==> config.mk <==
export PLATFORM = sky130hd
export DESIGN_NAME = adc_lane_align
export DESIGN_NICKNAME = d
export VERILOG_FILES = /design/src/rtl/adc_align_pkg.sv /design/src/rtl/adc_lane_align_ch.sv /design/src/rtl/adc_lane_align.sv
export SDC_FILE = /design/constraint.sdc
export NUM_CORES = 1
export LEC_CHECK = 0
export CORE_ASPECT_RATIO = 1.5
export CORE_MARGIN = 2
export CORE_UTILIZATION = 30
export DETAILED_ROUTE_END_ITERATION = 7
export GPL_TIMING_DRIVEN = 0
export PLACE_DENSITY = 0.61
export SETUP_SLACK_MARGIN = 0.5
export SLEW_MARGIN = 20
export SYNTH_ARGS = -nofsm -noshare
export SYNTH_HDL_FRONTEND = slang
export SYNTH_SLANG_ARGS = --single-unit
==> constraint.sdc <==
create_clock -name divclk -period 17.9 [get_ports divclk]
set_clock_uncertainty 0.15 [all_clocks]
set_input_delay 2.685 -clock divclk [delete_from_list [all_inputs] [get_ports divclk]]
set_output_delay 2.685 -clock divclk [all_outputs]
set_load 0.1 [all_outputs]
==> src/rtl/adc_align_pkg.sv <==
// Shared lane-state type and default training constants for the ADC lane aligner.
package adc_align_pkg;

    typedef enum logic [2:0] {
        StIdle,
        StCheck,
        StSlip,
        StWait,
        StLocked,
        StFail
    } lane_state_t;

    localparam logic [7:0]  DEF_TRAIN_PATTERN = 8'hF0;
    localparam int unsigned DEF_SETTLE_CYCLES = 4;
    localparam int unsigned DEF_MATCH_COUNT   = 16;

endpackage

==> src/rtl/adc_lane_align_ch.sv <==
// One lane of the aligner: compares the lane word to the training pattern and
// walks the deserializer with bitslip pulses until it locks or runs out of positions.
module adc_lane_align_ch
    import adc_align_pkg::*;
#(
    parameter int unsigned            DESER_WIDTH   = 8,
    parameter logic [DESER_WIDTH-1:0] TRAIN_PATTERN = DESER_WIDTH'(DEF_TRAIN_PATTERN),
    parameter int unsigned            SETTLE_CYCLES = DEF_SETTLE_CYCLES,
    parameter int unsigned            MATCH_COUNT   = DEF_MATCH_COUNT
) (
    input  logic                   divclk,
    input  logic                   rst,
    input  logic                   train_start,
    input  logic [DESER_WIDTH-1:0] lane_data,
    output logic                   bitslip,
    output logic                   lane_locked,
    output logic                   lane_fail,
    output logic                   lane_busy
);

    localparam int unsigned MW = $clog2(MATCH_COUNT + 1);
    localparam int unsigned SW = $clog2(DESER_WIDTH);
    localparam int unsigned WW = $clog2(SETTLE_CYCLES + 1);

    lane_state_t   state_q, state_d;
    logic [MW-1:0] match_cnt_q, match_cnt_d;
    logic [SW-1:0] slip_cnt_q, slip_cnt_d;
    logic [WW-1:0] wait_cnt_q, wait_cnt_d;

    always_ff @(posedge divclk or posedge rst) begin
        if (rst) begin
            state_q     <= StIdle;
            match_cnt_q <= '0;
            slip_cnt_q  <= '0;
            wait_cnt_q  <= '0;
        end else begin
            state_q     <= state_d;
            match_cnt_q <= match_cnt_d;
            slip_cnt_q  <= slip_cnt_d;
            wait_cnt_q  <= wait_cnt_d;
        end
    end

    always_comb begin
        state_d     = state_q;
        match_cnt_d = match_cnt_q;
        slip_cnt_d  = slip_cnt_q;
        wait_cnt_d  = wait_cnt_q;
        // A restart overrides any decision the lane would take this cycle.
        if (train_start) begin
            state_d     = StCheck;
            match_cnt_d = '0;
            slip_cnt_d  = '0;
            wait_cnt_d  = '0;
        end else begin
            case (state_q)
                StCheck: begin
                    if (lane_data == TRAIN_PATTERN) begin
                        match_cnt_d = match_cnt_q + 1'b1;
                        if (match_cnt_q == MW'(MATCH_COUNT - 1)) state_d = StLocked;
                    end else if (slip_cnt_q == SW'(DESER_WIDTH - 1)) begin
                        state_d = StFail;
                    end else begin
                        state_d     = StSlip;
                        match_cnt_d = '0;
                        slip_cnt_d  = slip_cnt_q + 1'b1;
                    end
                end
                StSlip: begin
                    state_d    = StWait;
                    wait_cnt_d = '0;
                end
                StWait: begin
                    // Data is ignored here while the deserializer settles on its new phase.
                    if (wait_cnt_q == WW'(SETTLE_CYCLES - 1)) state_d = StCheck;
                    else wait_cnt_d = wait_cnt_q + 1'b1;
                end
                default: ;
            endcase
        end
    end

    assign bitslip     = (state_q == StSlip);
    assign lane_locked = (state_q == StLocked);
    assign lane_fail   = (state_q == StFail);
    assign lane_busy   = (state_q == StCheck) || (state_q == StSlip) || (state_q == StWait);

endmodule

==> src/rtl/adc_lane_align.sv <==
// Multi-lane ADC word aligner: per-lane training FSMs plus registered data path
// and registered aggregate status.
module adc_lane_align
    import adc_align_pkg::*;
#(
    parameter int unsigned            NUM_LANES     = 8,
    parameter int unsigned            DESER_WIDTH   = 8,
    parameter logic [DESER_WIDTH-1:0] TRAIN_PATTERN = DESER_WIDTH'(DEF_TRAIN_PATTERN),
    parameter int unsigned            SETTLE_CYCLES = DEF_SETTLE_CYCLES,
    parameter int unsigned            MATCH_COUNT   = DEF_MATCH_COUNT
) (
    input  logic                             divclk,
    input  logic                             rst,
    input  logic [NUM_LANES*DESER_WIDTH-1:0] data_in,
    input  logic                             train_start,
    output logic [NUM_LANES-1:0]             bitslip,
    output logic [NUM_LANES*DESER_WIDTH-1:0] data_out,
    output logic                             data_valid,
    output logic [NUM_LANES-1:0]             lane_locked,
    output logic [NUM_LANES-1:0]             lane_fail,
    output logic                             locked,
    output logic                             fail,
    output logic                             busy
);

    logic [NUM_LANES-1:0] lane_busy;

    for (genvar k = 0; k < NUM_LANES; k++) begin : g_lane
        adc_lane_align_ch #(
            .DESER_WIDTH   (DESER_WIDTH),
            .TRAIN_PATTERN (TRAIN_PATTERN),
            .SETTLE_CYCLES (SETTLE_CYCLES),
            .MATCH_COUNT   (MATCH_COUNT)
        ) u_ch (
            .divclk      (divclk),
            .rst         (rst),
            .train_start (train_start),
            .lane_data   (data_in[k*DESER_WIDTH +: DESER_WIDTH]),
            .bitslip     (bitslip[k]),
            .lane_locked (lane_locked[k]),
            .lane_fail   (lane_fail[k]),
            .lane_busy   (lane_busy[k])
        );
    end

    always_ff @(posedge divclk or posedge rst) begin
        if (rst) begin
            data_out <= '0;
            locked   <= 1'b0;
            fail     <= 1'b0;
            busy     <= 1'b0;
        end else begin
            data_out <= data_in;
            locked   <= &lane_locked;
            fail     <= |lane_fail;
            busy     <= |lane_busy;
        end
    end

    assign data_valid = locked;

endmodule

==> results.toml <==
[clock_network]
cts_resized = 0
clk_latency_ps = 450
path_clk_slew_ps = 70
clock_path_buffers = 2
htreeDepth = 4
tritoncts = "done"
cts_hold_buf = 0
clock-root-buffer = "clkbuf_16"
cts_sinks = 179
cts_buffers = 17
postCtsSetupRepairBufs = 0

[logic_synthesis]
synth_top_area_share_pct = 48.5
ys_seq_area_share_pct = 48.5
yosysTopAreaCell = "dfrtp_1"
synthCells = 891
syn_area_per_cell_um2 = 10.4
synthesis.nets = 1006
ys_warn_count = 0
synth_flop_cell = "dfrtp_1"
netlist_area_um2 = 9230
synth-seq-cells = 179
synthArstFlopShare_pct = 100
synth-edff-count = 0
synth_cell_types = 69
synthTopCellsByArea = "dfrtp_1 49%, ha_1 6.5%, a21oi_1 3.4%"

[floorplanning]
num_rows = 78
core_um2 = 30300
dieArea_um2 = 32200
die_h_um = 219
io_pins = 159
start_util_pct = 30.5
fp.dieW_um = 147

[setup_path]
arrival_ps = 3050
crit_path_max_fanout = 10
worstSetupStartpointType = "register"
crit_slowest_cell = "clkdlybuf4s50_1"
cp_slowest_stage_delay_ps = 1130
endpoint_kind = "output port"
r2r-start = "g_lane[0].u_ch.wait_cnt_q[0]"
path_class = "register to output port"
critPathTopFamily = "buffers and inverters"
required_ps = 15070
crit_start = "g_lane[7].u_ch.state_q[0]"
cp_cell_sequence = "clkbuf_1, nor3b_1, buf_4, clkdlybuf4s50_1"
critPathBufInv = 3

[routing]
via_per_inst = 4.93
dr_total_vias = 7299
wl_per_cell_um = 15.7
drc_errors = 0
dr.pass1.iters = 5
wl_mm = 23.2
drtIter0Drc = 388
ant_nets = 0

[power_and_ir_drop]
peakVddDrop_uv = 76.9
powerDensity_nw_per_um2 = 132
leakagePower_nw = 5.12

[layout]
layout_common_cells = "179 x dfrtp_1, 158 x clkdlybuf4s50_1, 71 x nor2_1, 62 x a21oi_1, 62 x o21ai_0"
area_growth_syn_to_layout_pct = 29.5
final_cells = 1482
diodes = 0
final_common_cell = "dfrtp_1"
drive_gt1_share_pct = 9.89
stdcell_area_um2 = 11900
layout.nets = 1185

[sta]
whs_ps = 368
tightest_slew_ps = 1010
final-max-slew-violation-count = 0
fin_setup_tns_ps = 0
slew_headroom_pct = 32.4
setup_viol = 0
hold_viol_final = 0
rsz0062_at_grt = "false"
min_period_ps = 5880
timing.fmax_mhz = 170
post-route-period-util_pct = 32.9

[hold_path]
hold_path.class = "register to register"
hp-start = "g_lane[2].u_ch.match_cnt_q[0]"

[global_routing]
met3_usage_pct = 3.39
grt_pass1_vias = 7300
top_usage_layer = "met2"
grt_pass1_wl_mm = 38.2
overflow = 0
met2_usage_pct = 26.2
grt_start_max_net_pins = 83
gr-usage-met1_pct = 17.9
antenna_found_initial = 0
track_usage_pct = 15.0

[job]
maxCapViolations = 0

[placement]
port_buffers = 158
place_area_um2 = 11400
dp_hpwl_mm = 16.9
place_congestion = 0.793
dp.cells = 1451

[status]
status = "completed"
## final timing paths
| check | slack, ps | to | cells after the start |
|---|---|---|---|
| setup / recovery | 12020 | lane_locked[7] | 4 |
| hold / removal | 370 | g_lane[2].u_ch.match_cnt_q[0] | 1 |
| setup reg to reg | 15660 | g_lane[0].u_ch.state_q[1] | 6 |
| hold reg to reg | 370 | g_lane[2].u_ch.match_cnt_q[0] | 1 |
| max in group asynchronous | 14400 | data_out[49] | 3 |
| min in group asynchronous | 2480 | data_out[40] | 2 |
## through the flow
stage               power [mW]  setup WS [ps]  util (%)
floorplan                 1.05          10210         -
global placement          1.20           7300      37.4
detailed placement        1.21          12190      37.6
CTS                       1.59          12020      39.5
global route              1.67          11890      39.5
finish                    1.57          12020      39.5
## sequential cells by signal (all words and copies together), names as in the netlist
signal / count
g_lane.u_ch.wait_cnt_q: 24
fail: 1
g_lane.u_ch.match_cnt_q: 40
g_lane.u_ch.state_q: 24
g_lane.u_ch.slip_cnt_q: 24
data_out: 64
busy: 1
data_valid: 1
## routing by layer
metal	wire, µm	part of all wire, %	vias to the layer above
met4	552	2.4	0
met5	0	0	-
met2	11800	51	147
met3	1080	4.7	31
li1	-	-	3535
met1	9800	42	3586
## power breakdown
part | switching (mW) | leakage (nW) | internal [mW]
clock | 0.163 | 0.277 | 0.209
combinational | 0.436 | 2.55 | 0.261
sequential | 0.0408 | 2.29 | 0.462
total | 0.640 | 5.12 | 0.931
## Yosys cell counts, types with 4 or more instances
cell       number
inv_1          41
a21o_1         14
and2_1         16
mux2_2          6
buf_4          25
buf_2           8
and3_1         18
a21oi_1        62
nor3_1         16
a211oi_1        4
ha_1           48
clkbuf_1       27
a2111oi_0       4
nand3_1        12
o31ai_1         8
o221ai_1        4
xnor2_1         7
a211oi_4        4
nand2b_1       11
nor4_1          5
or3b_1          7
a211o_1         5
o22ai_2         4
nor2b_1        13
a22oi_1        15
mux2i_1        16
and4_1          9
or3_1          21
nand2_1        37
a31oi_1         4
nor3b_1        20
o21bai_1        6
nor2_1         71
nand4_1         7
buf_6           7
nor4b_1        10
dfrtp_1       179
o21ai_0        62
## area by class of cell
| type | count | area (µm²) |
|---|---|---|
| fill | 2991 | 18300 |
| sequential | 179 | 4480 |
| multi-input combinational | 601 | 4180 |
| timing repair buffer | 160 | 1640 |
| tap | 400 | 500 |
| clock buffer | 23 | 498 |
| buffer | 70 | 419 |
| inverter | 41 | 161 |
| clock inverter | 8 | 76.3 |
## cell families after synthesis
| group | Yosys count | share of synthesized area (%) |
|---|---|---|
| compound gates | 227 | 16.5 |
| xor+xnor | 8 | 0.759 |
| fa+ha+maj | 48 | 6.51 |
| buf+inv | 111 | 6.21 |
| flops | 179 | 48.5 |
| mux | 22 | 2.47 |
| simple gates | 296 | 19.0 |
Note: power is estimated with default switching activity, not from simulation.
